--- config.mk ---
export PLATFORM = sky130hd
export DESIGN_NAME = rrb_ingress_buf
export DESIGN_NICKNAME = d
export VERILOG_FILES = /design/src/rtl/rrb_ingress_buf.sv
export SDC_FILE = /design/constraint.sdc
export NUM_CORES = 1
export LEC_CHECK = 0
export ABC_AREA = 0
export CORE_ASPECT_RATIO = 0.5
export CORE_MARGIN = 4
export CORE_UTILIZATION = 40
export CTS_CLUSTER_SIZE = 10
export DETAILED_ROUTE_END_ITERATION = 16
export PLACE_DENSITY_LB_ADDON = 0.12
export SLEW_MARGIN = 20
export SYNTH_ARGS = -nofsm -noshare
export SYNTH_HDL_FRONTEND = slang
export SYNTH_SLANG_ARGS = --single-unit
--- constraint.sdc ---
create_clock -name clk_i -period 6.54 [get_ports clk_i]
set_clock_uncertainty 0.2 [all_clocks]
set_input_delay 1.308 -clock clk_i [delete_from_list [all_inputs] [get_ports clk_i]]
set_output_delay 1.308 -clock clk_i [all_outputs]
set_load 0.005 [all_outputs]
--- src/rtl/rrb_ingress_buf.sv ---
// -----------------------------------------------------------------------------
// rrb_ingress_buf
//
// Purpose:
//   Ingress side of a 4-way round-robin arbiter. Words from four sources are
//   queued in per-source FIFOs. While FIFO k holds data, req_o[k] is asserted
//   toward the arbiter. A valid one-hot grant pulse pops the granted FIFO head
//   into a single output register. The popped word is then presented on a
//   valid/ready master port, tagged with its source index.
//
// Ports:
//   clk_i       clock; every state update happens on the rising edge
//   rst_n_i     synchronous active-low reset
//   s_valid_i   per-source push request (bit k = source k)
//   s_data_i    source k word at [k*DATA_W +: DATA_W]
//   s_ready_o   per-source FIFO not full (from registered count only)
//   req_o       request vector to the arbiter (nonempty mask while in REQ)
//   grant_i     one-hot, one-cycle grant pulse from the arbiter
//   m_valid_o   output word valid
//   m_data_o    output word
//   m_src_o     source index of m_data_o
//   m_ready_i   downstream accept
//
// Optional build macro: RRB_INGRESS_ERR_EN
//   When defined, two extra outputs are added:
//     err_o       sticky flag, set the cycle after any invalid grant
//     drop_cnt_o  saturating (at 255) count of invalid grants
//
// Handshake: a word moves on a rising edge where valid and ready are both 1.
//   Source side: s_valid_i[k] & s_ready_o[k]. Master side: m_valid_o &
//   m_ready_i. Once m_valid_o is raised, it and m_data_o/m_src_o stay stable
//   until the word is accepted.
// -----------------------------------------------------------------------------
module rrb_ingress_buf #(
    parameter int DATA_W = 8,
    parameter int DEPTH  = 4
) (
    input  logic                clk_i,
    input  logic                rst_n_i,
    input  logic [3:0]          s_valid_i,
    input  logic [4*DATA_W-1:0] s_data_i,
    output logic [3:0]          s_ready_o,
    output logic [3:0]          req_o,
    input  logic [3:0]          grant_i,
    output logic                m_valid_o,
    output logic [DATA_W-1:0]   m_data_o,
    output logic [1:0]          m_src_o,
    input  logic                m_ready_i
`ifdef RRB_INGRESS_ERR_EN
    ,
    output logic                err_o,
    output logic [7:0]          drop_cnt_o
`endif
);

    localparam int PTR_W = $clog2(DEPTH);
    localparam int CNT_W = PTR_W + 1;

    typedef enum logic {
        ST_REQ  = 1'b0,
        ST_HOLD = 1'b1
    } state_t;

    // FIFO storage and bookkeeping
    logic [DATA_W-1:0] mem_q     [4][DEPTH];
    logic [PTR_W-1:0]  wr_ptr_q  [4];
    logic [PTR_W-1:0]  wr_ptr_d  [4];
    logic [PTR_W-1:0]  rd_ptr_q  [4];
    logic [PTR_W-1:0]  rd_ptr_d  [4];
    logic [CNT_W-1:0]  cnt_q     [4];
    logic [CNT_W-1:0]  cnt_d     [4];

    logic [3:0]        nonempty;
    logic [3:0]        full;
    logic [3:0]        push;
    logic [3:0]        pop;

    // Grant decode
    logic              grant_ok;
    logic [1:0]        grant_idx;
    logic [DATA_W-1:0] head_data;

    // FSM and output register
    state_t            state_q;
    state_t            state_d;
    logic              m_valid_q;
    logic              m_valid_d;
    logic [DATA_W-1:0] m_data_q;
    logic [DATA_W-1:0] m_data_d;
    logic [1:0]        m_src_q;
    logic [1:0]        m_src_d;

    // -------------------------------------------------------------------------
    // Status derived from registered counts only. A FIFO that is full stays
    // not-ready even if it is popped in the same cycle.
    // -------------------------------------------------------------------------
    always_comb begin
        for (int k = 0; k < 4; k++) begin
            nonempty[k] = (cnt_q[k] != '0);
            full[k]     = (cnt_q[k] == CNT_W'(DEPTH));
            push[k]     = s_valid_i[k] & ~full[k];
        end
    end

    assign s_ready_o = ~full;
    assign req_o     = (state_q == ST_REQ) ? nonempty : 4'b0000;

    // -------------------------------------------------------------------------
    // A grant is accepted only in REQ, only when it is one-hot, and only when
    // it targets a nonempty FIFO. Anything else is ignored.
    // -------------------------------------------------------------------------
    always_comb begin
        grant_idx = 2'd0;
        for (int k = 0; k < 4; k++) begin
            if (grant_i[k]) begin
                grant_idx = 2'(k);
            end
        end
    end

    assign grant_ok  = (state_q == ST_REQ) && $onehot(grant_i) &&
                       ((grant_i & nonempty) != 4'b0000);
    assign pop       = grant_ok ? grant_i : 4'b0000;
    assign head_data = mem_q[grant_idx][rd_ptr_q[grant_idx]];

    // -------------------------------------------------------------------------
    // FIFO pointer/count next state. The pointers wrap naturally because
    // DEPTH is a power of two.
    // -------------------------------------------------------------------------
    always_comb begin
        for (int k = 0; k < 4; k++) begin
            wr_ptr_d[k] = wr_ptr_q[k];
            rd_ptr_d[k] = rd_ptr_q[k];
            cnt_d[k]    = cnt_q[k];
            if (push[k]) begin
                wr_ptr_d[k] = wr_ptr_q[k] + PTR_W'(1);
            end
            if (pop[k]) begin
                rd_ptr_d[k] = rd_ptr_q[k] + PTR_W'(1);
            end
            case ({push[k], pop[k]})
                2'b10:   cnt_d[k] = cnt_q[k] + CNT_W'(1);
                2'b01:   cnt_d[k] = cnt_q[k] - CNT_W'(1);
                default: cnt_d[k] = cnt_q[k];
            endcase
        end
    end

    // -------------------------------------------------------------------------
    // FSM next state: REQ waits for an accepted grant; HOLD presents the word
    // until the downstream accepts it.
    // -------------------------------------------------------------------------
    always_comb begin
        state_d   = state_q;
        m_valid_d = m_valid_q;
        m_data_d  = m_data_q;
        m_src_d   = m_src_q;
        case (state_q)
            ST_REQ: begin
                if (grant_ok) begin
                    m_data_d  = head_data;
                    m_src_d   = grant_idx;
                    m_valid_d = 1'b1;
                    state_d   = ST_HOLD;
                end
            end
            ST_HOLD: begin
                if (m_valid_q && m_ready_i) begin
                    m_valid_d = 1'b0;
                    state_d   = ST_REQ;
                end
            end
            default: begin
                state_d   = ST_REQ;
                m_valid_d = 1'b0;
            end
        endcase
    end

    // The data array carries no reset: an entry is only read after it has been
    // written, and the pointer/count reset makes every old entry unreachable.
    always_ff @(posedge clk_i) begin
        for (int k = 0; k < 4; k++) begin
            if (push[k]) begin
                mem_q[k][wr_ptr_q[k]] <= s_data_i[k*DATA_W +: DATA_W];
            end
        end
    end

    always_ff @(posedge clk_i) begin
        if (!rst_n_i) begin
            for (int k = 0; k < 4; k++) begin
                wr_ptr_q[k] <= '0;
                rd_ptr_q[k] <= '0;
                cnt_q[k]    <= '0;
            end
            state_q   <= ST_REQ;
            m_valid_q <= 1'b0;
            m_data_q  <= '0;
            m_src_q   <= '0;
        end else begin
            for (int k = 0; k < 4; k++) begin
                wr_ptr_q[k] <= wr_ptr_d[k];
                rd_ptr_q[k] <= rd_ptr_d[k];
                cnt_q[k]    <= cnt_d[k];
            end
            state_q   <= state_d;
            m_valid_q <= m_valid_d;
            m_data_q  <= m_data_d;
            m_src_q   <= m_src_d;
        end
    end

    assign m_valid_o = m_valid_q;
    assign m_data_o  = m_data_q;
    assign m_src_o   = m_src_q;

`ifdef RRB_INGRESS_ERR_EN
    // -------------------------------------------------------------------------
    // Invalid-grant reporting: any nonzero grant that was not accepted.
    // -------------------------------------------------------------------------
    logic       grant_bad;
    logic       err_q;
    logic       err_d;
    logic [7:0] drop_cnt_q;
    logic [7:0] drop_cnt_d;

    assign grant_bad = (grant_i != 4'b0000) && !grant_ok;

    always_comb begin
        err_d      = err_q | grant_bad;
        drop_cnt_d = drop_cnt_q;
        if (grant_bad && (drop_cnt_q != 8'hFF)) begin
            drop_cnt_d = drop_cnt_q + 8'd1;
        end
    end

    always_ff @(posedge clk_i) begin
        if (!rst_n_i) begin
            err_q      <= 1'b0;
            drop_cnt_q <= 8'd0;
        end else begin
            err_q      <= err_d;
            drop_cnt_q <= drop_cnt_d;
        end
    end

    assign err_o      = err_q;
    assign drop_cnt_o = drop_cnt_q;
`endif

endmodule

==> results of run 1 <==
layer usage:
metal  wire [um]  vias to the layer above  track usage, %  part of all wire [%]
met1        7592                     2106           21.55                    49
met3         497                       11           3.624                   3.2
met2        7389                       65           26.13                    47
met5           0                        -               0                     0
met4          96                        0           4.125                  0.62
li1            -                     2062               -                     -
registers in the layout, summed over array words and instances, names as in the netlist:
| register | flops |
|---|---|
| m_valid_o | 1 |
| wr_ptr_q | 8 |
| m_data_o | 8 |
| mem_q | 128 |
| state_q | 1 |
| rd_ptr_q | 8 |
| m_src_o | 2 |
| cnt_q | 12 |
power breakdown:
part,total (mW),switching (mW),internal (mW)
Sequential,1.28,0.0444,1.24
Combinational,0.369,0.197,0.173
Clock,1.05,0.435,0.611
Total,2.70,0.676,2.02
metrics by stage:
| stage | power (mW) | instances | setup WS (ps) | cell area (sq um) | util (%) |
|---|---|---|---|---|---|
| after floorplan | 1.520 | 515 | 1384 | 7229 | - |
| after global placement | 1.672 | 791 | 1082 | 7994 | 45.50 |
| after detailed placement | 1.679 | 791 | 966.2 | 7994 | 45.50 |
| after CTS | 2.726 | 822 | 1429 | 8605 | 48.97 |
| after global routing | 2.821 | 822 | 1168 | 8610 | 49.00 |
| final | 2.697 | 822 | 1394 | 8610 | 49.00 |
cell type report:
| cell class | count | area (sq um) | area share, % |
|---|---|---|---|
| Tap cell | 234 | 292.8 | 3.401 |
| Clock buffer | 17 | 425.4 | 4.941 |
| Inverter | 29 | 108.9 | 1.264 |
| Timing Repair Buffer | 67 | 650.6 | 7.557 |
| Clock inverter | 14 | 185.2 | 2.151 |
| Multi-Input combinational cell | 293 | 2302 | 26.74 |
| Sequential cell | 168 | 4644 | 53.95 |
worst max-delay path, stage by stage:
cell	delay [ps]
clkdlybuf4s50_1	480
inv_1	40
buf_4	180
fa_1	490
inv_1	40
ha_1	170
ha_1	280
nor4b_2	660
and3_1	300
ha_1	190
inv_1	70
fa_1	430
xor2_1	160
or3_1	300
a21boi_0	180
worst max path at each step:
stage                     from                  endpoint  slack, ps
floorplan           grant_i[1]  cnt_q[1][2]$_SDFFE_PN0P_       1380
global route        grant_i[3]  cnt_q[2][2]$_SDFFE_PN0P_       1170
CTS                 grant_i[3]  cnt_q[1][2]$_SDFFE_PN0P_       1430
detailed placement  grant_i[3]  cnt_q[1][2]$_SDFFE_PN0P_        970
global placement    grant_i[3]  cnt_q[2][2]$_SDFFE_PN0P_       1080
finish              grant_i[3]  cnt_q[1][2]$_SDFFE_PN0P_       1390
cells in the final DEF (no fill, tap or decap), types with 3 or more instances in the layout:
cell | Yosys | routed
clkdlybuf4s50_1 | 0 | 60
nor2b_1 | 11 | 11
inv_8 | 0 | 3
o21ai_0 | 24 | 24
nand2_1 | 26 | 26
xor2_1 | 8 | 8
clkbuf_16 | 0 | 17
inv_6 | 0 | 4
a222oi_1 | 17 | 17
o22ai_1 | 8 | 8
xnor2_1 | 12 | 12
nand4_1 | 4 | 4
fa_1 | 5 | 5
a211oi_1 | 7 | 7
edfxtp_1 | 128 | 128
a21boi_0 | 8 | 8
bufinv_16 | 0 | 3
o31ai_1 | 3 | 3
dfxtp_1 | 40 | 40
mux2i_1 | 19 | 19
and3_1 | 20 | 20
or3_1 | 4 | 4
mux2_2 | 15 | 15
buf_4 | 5 | 6
o21bai_1 | 7 | 7
a31oi_1 | 7 | 7
ha_1 | 22 | 22
nand3_1 | 4 | 4
o211ai_1 | 7 | 7
and2_1 | 25 | 25
a22oi_1 | 7 | 7
inv_1 | 29 | 29
nor3_1 | 4 | 4
nor2_1 | 5 | 5
logic make-up after synthesis:
group | count (synthesis) | share of synthesized area [%]
flip-flops | 168 | 64.24
XOR/XNOR | 20 | 2.423
multiplexers | 37 | 5.694
adder cells (fa/ha/maj) | 27 | 5.192
AND/OR/NAND/NOR | 108 | 8.290
AO/OA/AOI/OAI | 101 | 10.18
buffers and inverters | 54 | 3.980
==> results.txt, run 1 <==
MaxCap Viol Count: 0
Post-Synthesis Cells: 515
Post-synth EDFFs: 128
Arr. time, crit path: 5280 ps
Worst-margin pin slew: 1120 ps
Die width: 198.1 um
Initial antenna violation count: 0
Status: completed
CTS tree: built
Power density over cell area: 313.2 nW/um^2
Worst hold start: m_data_o[0]$_SDFFE_PN0P_
Min-Delay Endpoint: m_data_o[0]$_SDFFE_PN0P_
Cell taking the most area after synthesis: edfxtp_1
HPWL Detailed: 11.23 mm
Post-synth ARST share: 0%
Unique masters post-synth: 46
Total leakage power: 3.088 nW
CTS Buf Count: 17
Row count: 34
Flop2flop setup slack: 3630 ps
Synthesis Warnings: 0
CTS H-tree lvls: 4
Synth top area share: 53.17%
Worst r2r path cells: 8
Final hold slack: 302.3 ps
DR DRC count: 0
Most frequent cell after synthesis: edfxtp_1
Req. time, crit path: 6680 ps
Clk_lat worst skew: 420 ps
Worst-path maximum fanout: 11
Crit path launch type: input pin
Starting DRT DRC Count: 351
Synthesized flop and latch total: 168
Most frequent cells after synthesis: edfxtp_1 (128), dfxtp_1 (40), inv_1 (29)
Die height: 103.1 um
RR Endpoint: cnt_q[1][2]$_SDFFE_PN0P_
Reg-to-reg startpoint: state_q$_SDFF_PN0_
Core ar.: 17570 sq um
Via density: 5.163
CTS Hold Bufs: 0
CP Class: in2reg
Hold WC Path Type: reg2reg
Final Max Tran Viols: 0
Tcrit/Tclk final: 78.68%
Post-Syn Nets: 585
Detail Route Antenna Nets: 0
Syn Area/Cell: 14.04 sq um
First-pass GRT wire length: 24.20 mm
P&R area growth vs syn: 19.09%
Max Fclk: 0.1943 GHz
Final wirelength: 15.58 mm
Grt ovf: 0
Drt pass-1 iters: 7
Routed wire per std cell: 18.95 um
Max rail drop VDD: 196.5 uV
Reg clk slew, reported paths: 70 ps
Share of cells above drive strength 1: 10.37%
Final setup viols: 0
Gr usage total: 15.86%
Sequential-to-total area share from yosys stat: 64.24%
CTS max path bufs: 2
Max-slew headroom: 24.99%
Antenna diodes: 0
Post-CTS Setup Repair Bufs: 0
Hold Fails Final Rpt: 0
Worst hold path stage count: 2
Dominant cells by area after synthesis: edfxtp_1 (53%), dfxtp_1 (11%), ha_1 (3.8%)
Min cycle time layout: 5146 ps
Number of port buffers: 61
Unrepaired setup endpoints after global routing: false
# fillers: 1560
Mapped Area: 7229 sq um
Sum Neg Setup Slack: 0 ps
Root Buffer: clkbuf_16
Ports: 62
Starting Density: 41.15%
Routed via count: 4244
Sink Count: 168
RD Place Congestion: 0.7451
Endpoint type of the worst setup path: flop
Commonest register cell after synthesis: edfxtp_1
Nets: 646
Vias in the first global route: 4363
Largest net degree at the start of global routing: 42
Die area: 20420 sq um
Number of gates resized after CTS: 0
(Power assumes the default switching activity.)
==> run 2: changes to the inputs <==
clock period = 4.9 ns   (was 6.54 ns; I/O delays follow)
==> run 2 against run 1 <==
Effect of this change:
- sequential share of layout area hardly changed
- register-to-register slack worse by 1600 ps
- die area stayed put
- utilization hardly changed
- setup slack worse by 920 ps
- first-iteration DRC count is 29% lower
- critical path type unchanged
- critical endpoint unchanged
- highest routed layer unchanged
==> results.txt, run 2 (synthesis results as in run 1) <==
Reg clk slew, reported paths: 60 ps (about the same)
Hold WC Path Type: reg2reg
Gr usage total: 15.76% (-0.091 points)
CTS Buf Count: 17 (unchanged)
RR Endpoint: cnt_q[1][2]$_SDFFE_PN0P_
CTS max path bufs: 2 (unchanged)
Die area: 20420 sq um (unchanged)
# fillers: 1563 (+0.19%)
Worst hold path stage count: 1 (-1)
Final Worst Setup Slack: 475.4 ps (-918.9 ps)
Hold Fails Final Rpt: 0 (unchanged)
Critical path's slowest cell: fa_1
Pwr Total: 3.515 mW (+30%)
CP Class: in2reg
Arr. time, crit path: 4570 ps (-710 ps)
First-pass GRT wire length: 23.92 mm (-1.2%)
Crit path launch type: input pin
Starting Density: 41.15% (unchanged)
Number of gates resized after CTS: 0 (unchanged)
Top routing layer in use: met4
Vias in the first global route: 4321 (-0.96%)
Req. time, crit path: 5040 ps (-1640 ps)
RD Place Congestion: 0.7879 (+5.7%)
Total leakage power: 3.093 nW (+0.14%)
Root Buffer: clkbuf_16
Sum Neg Setup Slack: 0 ps (unchanged)
Number of port buffers: 61 (unchanged)
Min cycle time layout: 4425 ps
Status: completed
Final wirelength: 15.48 mm (-0.63%)
Number of flip-flops in the largest register: 128 (unchanged)
DR WL met2: 7.134 mm (-3.5%)
Final setup viols: 0 (unchanged)
Power density over cell area: 408.3 nW/um^2 (+30%)
MaxCap Viol Count: 0 (unchanged)
Unrepaired setup endpoints after global routing: false
Min-Delay Endpoint: m_src_o[1]$_SDFFE_PN0P_
Starting DRT DRC Count: 250 (-29%)
Routed wire per std cell: 18.67 um (-1.5%)
Antenna diodes: 0 (unchanged)
Routed via count: 4325 (+1.9%)
Max rail drop VDD: 261.2 uV (+33%)
DR DRC count: 0 (unchanged)
P&R area growth vs syn: 19.07% (about the same)
Post-CTS Setup Repair Bufs: 0 (unchanged)
Most common cell after layout, fill and taps aside: edfxtp_1
Drt pass-1 iters: 5 (-2)
Delay of the slowest critical-path stage: 530 ps (-130 ps)
Worst-margin pin slew: 978.8 ps (-141.4 ps)
Die width: 198.1 um (unchanged)
WL met3: 660 um (+33%)
Core ar.: 17570 sq um (unchanged)
Via density: 5.217 (+1.0%)
Flop2flop setup slack: 2010 ps (-1620 ps)
CTS tree: built
Largest net degree at the start of global routing: 38 (-9.5%)
Worst-path maximum fanout: 9 (-2)
Pre-CTS setup slack: 22.23 ps (-944.0 ps)
Final hold slack: 301.3 ps (-1.019 ps)
Commonest non-fill, non-tap cells in the layout: edfxtp_1 (128), clkdlybuf4s50_1 (60), dfxtp_1 (40), inv_1 (29), nand2_1 (26)
CTS Hold Bufs: 0 (unchanged)
Grt ovf: 0 (unchanged)
Sink Count: 168 (unchanged)
Worst r2r path cells: 9 (+1)
Initial antenna violation count: 0 (unchanged)
Met1 wire length: 7.514 mm (-1.0%)
Row count: 34 (unchanged)
Reg-to-reg startpoint: cnt_q[0][0]$_SDFFE_PN0P_
Clk_lat worst skew: 430 ps (about the same)
Share of cells above drive strength 1: 11.09% (+0.72 points)
Die height: 103.1 um (unchanged)
Detail Route Antenna Nets: 0 (unchanged)
Max Fclk: 0.2260 GHz
Tcrit/Tclk final: 90.30%
Final Max Tran Viols: 0 (unchanged)
CTS H-tree lvls: 4 (unchanged)
HPWL Detailed: 11.30 mm (+0.58%)
CP cell instances: clkdlybuf4s50_1, inv_1, fa_1, inv_1, ha_1, ha_1, nor4b_2, buf_4, and3_1, ha_1, inv_1, fa_1, xor2_1, or3_1, a21boi_0
Worst hold start: m_src_o[1]$_SDFFE_PN0P_
Max-slew headroom: 34.54% (+9.6 points)
Nets: 652 (+0.93%)
Ports: 62 (unchanged)
Endpoint type of the worst setup path: flop
run 2: changes by cell type in the layout (fill, tap and decap cells not counted):
cell        change
buf_4           +6
bufinv_16       -2
clkinvlp_4      +1
inv_6           -1
nor2_4          -1
clkinv_2        -1
clkinv_1        +1
nor2_2          +1
clkbuf_1        +1
clkinv_4        +2
run 2: worst max path at each step:
stage,startpoint,to,depth (start not counted)
finish,grant_i[0],cnt_q[1][2]$_SDFFE_PN0P_,15
floorplan,grant_i[1],cnt_q[1][2]$_SDFFE_PN0P_,17
global placement,grant_i[0],cnt_q[2][2]$_SDFFE_PN0P_,15
detailed placement,grant_i[0],cnt_q[1][2]$_SDFFE_PN0P_,15
global route,grant_i[0],cnt_q[2][2]$_SDFFE_PN0P_,15
CTS,grant_i[0],cnt_q[1][2]$_SDFFE_PN0P_,15
run 2: through the flow:
step / instances / instance area [sq um] / utilization (%)
final: 829 / 8608 / 49.00
after global routing: 829 / 8608 / 49.00
after CTS: 829 / 8608 / 49.00
after detailed placement: 797 / 8039 / 45.76
after global placement: 797 / 8039 / 45.76
after floorplan: 515 / 7229 / -
run 2: area by class of cell:
class / instances / area (sq um) / area share (%)
clock buffer: 18 / 429.2 / 4.985
clock inverter: 14 / 140.1 / 1.628
inverter: 29 / 108.9 / 1.265
multi-input combinational: 293 / 2297 / 26.69
sequential: 168 / 4644 / 53.95
tap: 234 / 292.8 / 3.401
timing repair buffer: 73 / 695.7 / 8.081
run 2: worst max-delay path, delay by kind of cell:
family / cells / cell delay [ps]
adders and majority gates: 5 / 1600
xor gates and xnor gates: 1 / 160
AOI/OAI and AO/OA: 1 / 170
buffers and inverters: 5 / 870
and+or+nand+nor: 3 / 780
run 2: routing by layer:
layer  global-route usage (%)  up-vias
met5                        0        -
met4                    4.125        0
met3                    3.950       15
li1                         -     2071
met2                    25.42       99
met1                    21.63     2140
run 2: report_power, final:
group,switching [mW],total [mW],internal (mW)
Combinational,0.262,0.499,0.237
Clock,0.592,1.31,0.714
Sequential,0.0594,1.71,1.65
Total,0.913,3.51,2.60
==> run 3: changes to the inputs <==
DONT_BUFFER_PORTS = 1   (was default)
==> run 3 against run 2 <==
Effect of this change:
- clock power hardly changed
- die area unchanged
- critical path depth decreased by 1
- final cell count down 8.2%
- combinational power decreased by 27%
- non-clock buffer count down 68
- maximum frequency is 11% higher
- total power down 2.9%
- critical endpoint is now cnt_q[2][2]$_SDFFE_PN0P_
- largest cell class unchanged
==> results.txt, run 3 (synthesis results as in run 1) <==
Routed via count: 3998 (-7.6%)
Grt ovf: 0 (unchanged)
Nets: 584 (-10%)
CTS Buf Count: 17 (unchanged)
Number of gates resized after CTS: 0 (unchanged)
Pre-CTS setup slack: 484.3 ps (+462.1 ps)
Starting Density: 41.15% (unchanged)
Worst hold start: wr_ptr_q[1][1]$_SDFFE_PN0P_
Critical Path Start: grant_i[0]
Number of flip-flops in the largest register: 128 (unchanged)
Endpoint type of the worst setup path: flop
Initial antenna violation count: 0 (unchanged)
Non-filler cells, final: 761 (-8.2%)
Row count: 34 (unchanged)
Tcrit/Tclk final: 81.37% (-8.9 points)
Routed wire per std cell: 20.39 um (+9.2%)
Switching Share: 25.94% (-0.042 points)
CTS Hold Bufs: 0 (unchanged)
Vias in the first global route: 4108 (-4.9%)
Worst-margin pin slew: 1013 ps (+34.02 ps)
Crit path launch type: input pin
Gr usage total: 15.78% (+0.017 points)
Final hold slack: 309.3 ps (+8.003 ps)
Fin util: 45.39% (-3.6 points)
Worst-path maximum fanout: 7 (-2)
Antenna diodes: 0 (unchanged)
Post-route cell area: 7974 sq um (-7.4%)
Sink Count: 168 (unchanged)
Max-slew headroom: 32.17% (-2.4 points)
Arr. time, crit path: 4130 ps (-440 ps)
Final Max Tran Viols: 0 (unchanged)
Unrepaired setup endpoints after global routing: false
CTS tree: built
Share of cells above drive strength 1: 11.20% (+0.10 points)
Seq pwr share: 50.3% (+1.7 points)
DR DRC count: 0 (unchanged)
Min-Delay Endpoint: wr_ptr_q[1][1]$_SDFFE_PN0P_
Req. time, crit path: 5050 ps (about the same)
Post-CTS Setup Repair Bufs: 0 (unchanged)
Hold Fails Final Rpt: 0 (unchanged)
CTS max path bufs: 2 (unchanged)
Pwr Total: 3.413 mW (-2.9%)
Die area: 20420 sq um (unchanged)
Hold WC Path Type: reg2reg
NetSw: 885.3 uW (-3.1%)
Worst r2r path cells: 9 (unchanged)
Core ar.: 17570 sq um (unchanged)
Max Fclk: 0.2508 GHz (+11%)
Starting DRT DRC Count: 318 (+27%)
Detail Route Antenna Nets: 0 (unchanged)
Max rail drop VDD: 269.9 uV (+3.3%)
Die width: 198.1 um (unchanged)
Reg clk slew, reported paths: 70 ps (about the same)
Number of port buffers: 0 (-100%)
P&R area growth vs syn: 10.30%
Ports: 62 (unchanged)
RD Place Congestion: 0.7913 (+0.43%)
Sum Neg Setup Slack: 0 ps (unchanged)
MaxCap Viol Count: 0 (unchanged)
CTS H-tree lvls: 4 (unchanged)
Reg-to-reg startpoint: cnt_q[0][0]$_SDFFE_PN0P_
Total leakage power: 2.831 nW (-8.5%)
Power density over cell area: 428.0 nW/um^2 (+4.8%)
Via density: 5.254 (+0.70%)
Final setup viols: 0 (unchanged)
Flop2flop setup slack: 2040 ps (+30 ps)
Final Worst Setup Slack: 912.9 ps (+437.5 ps)
Worst hold path stage count: 2 (+1)
Die height: 103.1 um (unchanged)
Final wirelength: 15.52 mm (+0.25%)
First-pass GRT wire length: 23.54 mm (-1.6%)
DP Area: 7381 sq um (-8.2%)
Clock Power Share: 39.0% (+1.8 points)
Drt pass-1 iters: 7 (+2)
Root Buffer: clkbuf_16
Min cycle time layout: 3987 ps (-437.5 ps)
HPWL Detailed: 11.34 mm (+0.33%)
Largest net degree at the start of global routing: 42 (+11%)
Commonest non-fill, non-tap cells in the layout: edfxtp_1 (128), dfxtp_1 (40), inv_1 (29), nand2_1 (26), and2_1 (25)
CP Class: in2reg
RR Endpoint: cnt_q[2][2]$_SDFFE_PN0P_
Comb pwr share: 10.7% (-3.5 points)
Clk_lat worst skew: 420 ps (about the same)
Pint: 2.528 mW (-2.8%)
Cells after DPL: 729 (-8.5%)
Most common cell after layout, fill and taps aside: edfxtp_1
Status: completed
-- run 3: cell count changes in the layout (fill, tap and decap cells not counted) --
cell / previous run / this run
buf_2: 1 / 0
buf_4: 12 / 5
clkdlybuf4s50_1: 60 / 0
clkinv_1: 1 / 0
clkinv_2: 1 / 0
clkinv_8: 0 / 1
inv_8: 3 / 4
nor2_2: 1 / 0
nor2_4: 0 / 1
-- run 3: how the worst max path moves through the flow --
stage / end / slack [ps] / depth (start not counted)
2_1_floorplan: cnt_q[1][2]$_SDFFE_PN0P_ / 70 / 17
3_3_place_gp: cnt_q[2][2]$_SDFFE_PN0P_ / 580 / 14
3_5_place_dp: cnt_q[2][2]$_SDFFE_PN0P_ / 480 / 14
4_1_cts: cnt_q[2][2]$_SDFFE_PN0P_ / 940 / 14
5_1_grt: cnt_q[1][2]$_SDFFE_PN0P_ / 770 / 14
6_report: cnt_q[2][2]$_SDFFE_PN0P_ / 910 / 14
-- run 3: final cells by class --
cell class,instances,area [sq um]
multi-input cells,293,2302
clock buffers,18,429.2
clock inverters,14,158.9
well taps,234,292.8
repair buffers,5,37.54
inverters,29,108.9
fillers,1564,9595
flip-flops and latches,168,4644
-- run 3: critical path, stage by stage --
cell	delay (ps)
inv_1	50
fa_1	540
inv_1	40
ha_1	170
ha_1	280
nor4b_2	350
buf_4	200
and3_1	190
ha_1	190
inv_1	70
fa_1	430
xor2_1	170
or3_1	300
a21boi_0	170
-- run 3: power groups by stage --
stage / sequential [mW] / clock, mW / combinational (mW)
after floorplan: 1.73 / 0 / 0.304
final: 1.72 / 1.33 / 0.366
after global placement: 1.75 / 0 / 0.364
after detailed placement: 1.75 / 0 / 0.369
after global routing: 1.73 / 1.43 / 0.421
after CTS: 1.72 / 1.36 / 0.372
-- run 3: layer usage --
metal  track usage, %  wire [um]
met1            20.40       7244
met2            26.78       7483
met3            4.244        663
met4            4.125        125
met5                0          0
==> patch 1, RTL diff (settings of run 2) <==
`DATA_W`: 8 -> 10.
--- a/src/rtl/rrb_ingress_buf.sv
+++ b/src/rtl/rrb_ingress_buf.sv
@@ -32,7 +32,7 @@
 //   until the word is accepted.
 // -----------------------------------------------------------------------------
 module rrb_ingress_buf #(
-    parameter int DATA_W = 8,
+    parameter int DATA_W = 10,
     parameter int DEPTH  = 4
 ) (
     input  logic                clk_i,
Ports: changed (resized m_data_o and s_data_i); port bits go from 62 to 72. The function was not compared with the original's and may differ.
==> patch 1 against run 2 <==
- power increased by 20%
- critical path type unchanged
- area after synthesis increased by 18%
- sequential cell count increased by 34
- largest power group unchanged
- clock power increased by 21%
- utilization about the same
- final area increased by 18%
- highest routed layer unchanged
- via count increased by 15%
- routed wire length increased by 23%
- setup slack improved by 83 ps
==> patch 1: results (changes against run 2) <==
qor: status.status finished, final reports clean
qor: timing.hold_ws 302 ps [+0.825 ps]
qor: drt.drt-met1-wl 9030 um [+20%]
qor: placement.detailed_place.area 9440 um2 [+17%]
qor: global_routing.globalRouteMet2Util 0.261 [+0.00641]
qor: min_path.timing.hold.worst_endpoint m_data_o[0]
qor: clocking.clock_path_buffers 3 [+1]
qor: finish.layout.nets 740 [+13%]
qor: global_routing.gr-usage-met1 0.227 [+0.0105]
qor: synthesis.synth_enable_flop_cells 160 [+25%]
qor: drt.drt_iter0_drc 447 [+79%]
qor: power_and_ir_drop.peakVddDrop 202 uV [-23%]
qor: global_routing.maximum_number_of_pins_on_one_net_before_global_route_repair 46 [+21%]
qor: clocking.cts_made_buffers 24 [+7]
qor: synthesis.synth_cell_type_count 48 [+4.3%]
qor: critical_path.worst_setup_endpoint cnt_q[2][2]
qor: clocking.worstSkewPairLatency 520 ps [+90 ps]
qor: global_routing.groute.layer.met3.usage 0.0394 [-0.0000733]
qor: finish.layout-drive-gt1-share 0.0971 [-0.0139]
qor: drt.drt_pass1_iterations 7 [+2]
qor: power_and_ir_drop.switching_share 0.245 [-0.0143]
qor: placement.weighted_congestion_reported_at_the_end_of_routability_driven_placement 0.740 [-6.1%]
qor: placement.hpwl 13500 um [+19%]
qor: global_routing.via_count_of_the_first_global_routing_pass 5107 [+18%]
qor: synthesis.ys_seq_area_frac 0.664 [+0.0217]
[patch 1: cell types whose count changed in the layout (fill, tap and decap cells not counted), moves of 4 or more]
cell and change:
mux2_2 +6, buf_4 -4, clkbuf_1 +17, clkdlybuf4s50_1 +10, edfxtp_1 +32, a222oi_1 +4
clkbuf_16 +7
[patch 1: logic make-up (layout without fill, tap and decap cells)]
| kind of cell | count (synthesis) | after routing | synth area share |
|---|---|---|---|
| AOI/OAI and AO/OA | 121 | 121 | 0.105 |
| xor gates and xnor gates | 20 | 20 | 0.0206 |
| adders and majority gates | 27 | 27 | 0.0442 |
| buffers and inverters | 59 | 153 | 0.0347 |
| DFF | 202 | 202 | 0.664 |
| muxes | 45 | 45 | 0.0590 |
| and+or+nand+nor | 112 | 112 | 0.0727 |
[patch 1: cell type report]
type	count	area, um2
Fill cell	1795	10600
Sequential cell	202	5650
Multi-Input combinational cell	325	2560
Timing Repair Buffer	80	786
Clock buffer	42	668
Tap cell	273	342
Inverter	29	109
Clock inverter	2	25.0
==> patch 2, RTL diff (flow settings as in run 2) <==
Without the edit above. Take the reset off `m_data_q` and load it in a clocked block of its own.
--- a/src/rtl/rrb_ingress_buf.sv
+++ b/src/rtl/rrb_ingress_buf.sv
@@ -196,7 +196,6 @@
             end
             state_q   <= ST_REQ;
             m_valid_q <= 1'b0;
-            m_data_q  <= '0;
             m_src_q   <= '0;
         end else begin
             for (int k = 0; k < 4; k++) begin
@@ -206,9 +205,12 @@
             end
             state_q   <= state_d;
             m_valid_q <= m_valid_d;
-            m_data_q  <= m_data_d;
             m_src_q   <= m_src_d;
         end
+    end
+
+    always_ff @(posedge clk_i) begin
+        m_data_q <= m_data_d;
     end
 
     assign m_valid_o = m_valid_q;
Formal check against the unedited RTL: differs if rst_n_i is asserted again (counterexample within 4 cycles, from zero or initial values and one cycle with rst_n_i low); with rst_n_i held inactive, the same outputs for 4 cycles.
==> patch 2 against run 2 <==
- area after synthesis rose by 4.4%
- power grew 0.22%
- combinational power grew 4.8%
- routed wire length grew 5.5%
- sequential cell count unchanged
- die area is 4.1% higher
- cell count is 8.4% higher
- highest routed layer unchanged
- hold slack lost 21 ps
- final area is 4.9% higher
- setup slack worse by 240 ps
- largest cell class unchanged
- via count up 6.5%
- utilization is essentially flat
==> patch 2: results (changes against run 2) <==
qor: status.status finished, final reports clean
qor: min_path.hold_path_depth 2 [+1]
qor: global_routing.maximum_number_of_pins_on_one_net_before_global_route_repair 58 [+53%]
qor: placement.hpwl 11300 um [+0.45%]
qor: critical_path.cpPeakStageDelay 570 ps [+40 ps]
qor: synthesis.synth.top_cells.by_area edfxtp_1 (54%), dfxtp_1 (8.5%), mux2i_1 (4.9%)
qor: timing.timing.max_slew.rel_slack 0.516 [+0.170]
qor: drt.vias_per_std_cell 5.12 [-1.8%]
qor: synthesis.synthesis.nets 629 [+7.5%]
qor: power_and_ir_drop.peakVddDrop 265 uV [+1.3%]
qor: global_routing.grt_usage 0.156 [-0.00115]
qor: critical_path.regToRegEndpoint cnt_q[2][2]
qor: synthesis.synth_cell_type_count 45 [-2.2%]
qor: critical_path.worst_path_max_delay_cell or4b_4
qor: placement.weighted_congestion_reported_at_the_end_of_routability_driven_placement 0.780 [-1.0%]
qor: placement.detailed_place.area 8450 um2 [+5.1%]
qor: critical_path.worstPathArrival 4810 ps [+240 ps]
qor: min_path.min-delay-start rd_ptr_q[1][1]
qor: critical_path.worst-r2r-setup-slack 1990 ps [-20 ps]
qor: drt.drt_pass1_iterations 7 [+2]
qor: synthesis.synth_enable_flop_cells 136 [+6.3%]
qor: critical_path.worstReg2RegStart state_q
qor: global_routing.via_count_of_the_first_global_routing_pass 4644 [+7.5%]
qor: critical_path.crit_fanout 5 [-4]
qor: drt.detail_route.wl_per_cell 18.2 um [-2.7%]
qor: min_path.timing.hold.worst_endpoint rd_ptr_q[1][1]
qor: drt.drt_iter0_drc 248 [-0.80%]
qor: synthesis.netlist_top_cells_count edfxtp_1 (136), a211oi_1 (47), mux2i_1 (37), nor2b_1 (35), dfxtp_1 (32)
patch 2: cell count changes after synthesis, sizes merged, moves of 15 or more:
cell	before	now
a211oi	7	48
o32ai	0	16
a222oi	17	0
nor2b	12	35
mux2	17	0
mux2i	19	37
a2bb2oi	0	15
patch 2: cells by family (layout without fill, tap and decap cells):
logic type,Yosys count,count (layout),share of synthesized area
flip-flops,168,168,0.626
AO/OA/AOI/OAI,112,113,0.117
AND/OR/NAND/NOR,142,142,0.110
XOR/XNOR,12,12,0.0139
adder cells (fa/ha/maj),27,27,0.0498
buffers and inverters,61,141,0.0345
multiplexers,37,37,0.0491
patch 2: tightest hold or removal path: cells and delay by family (launching register included):
kind	cells	cell delay [ps]
flip-flops	1	320
multiplexers	1	60
AND/OR/NAND/NOR	1	60
patch 2: final cells by class:
type	count	area, um2
clock buffer	18	429
clock inverter	13	121
fill	1634	9400
inverter	30	114
multi-input combinational	331	2580
sequential	168	4720
tap	259	324
timing repair buffer	80	743
patch 2: how the worst max path moves through the flow:
| stage | startpoint | endpoint | cells past startpoint |
|---|---|---|---|
| finish | grant_i[0] | cnt_q[2][2] | 15 |
| detailed placement | grant_i[0] | cnt_q[2][2] | 15 |
| CTS | grant_i[0] | cnt_q[2][2] | 15 |
| floorplan | grant_i[3] | cnt_q[1][2] | 16 |
| global placement | grant_i[0] | cnt_q[2][2] | 15 |
| global route | grant_i[0] | cnt_q[2][2] | 15 |
patch 2: report_power, final:
| group | leakage [nW] | switching, mW | internal (mW) |
|---|---|---|---|
| Sequential | 1.51 | 0.0549 | 1.66 |
| Combinational | 1.43 | 0.278 | 0.245 |
| Clock | 0.269 | 0.576 | 0.706 |
patch 2: repair_timing:
| action | CTS | global route |
|---|---|---|
| setup buffers | 0 | 2 |
| endpoints found under the setup margin | 0 | 1 |
| endpoints found under the hold margin | 0 | 0 |
patch 2: metrics by stage:
stage,instances,setup WS (ps),utilization,hold WS (ps)
CTS,896,159,0.488,276
global placement,865,-194,0.458,252
floorplan,559,5.47,-,241
finish,899,232,0.490,280
detailed placement,865,-279,0.458,266
global route,899,11.4,0.490,299
patch 2: layer usage:
layer,up-vias,track usage,routed length (um)
met2,77,0.251,7770
met5,-,0,0
met4,0,0.0315,104
met1,2277,0.215,7900
li1,2245,-,-
met3,8,0.0428,551
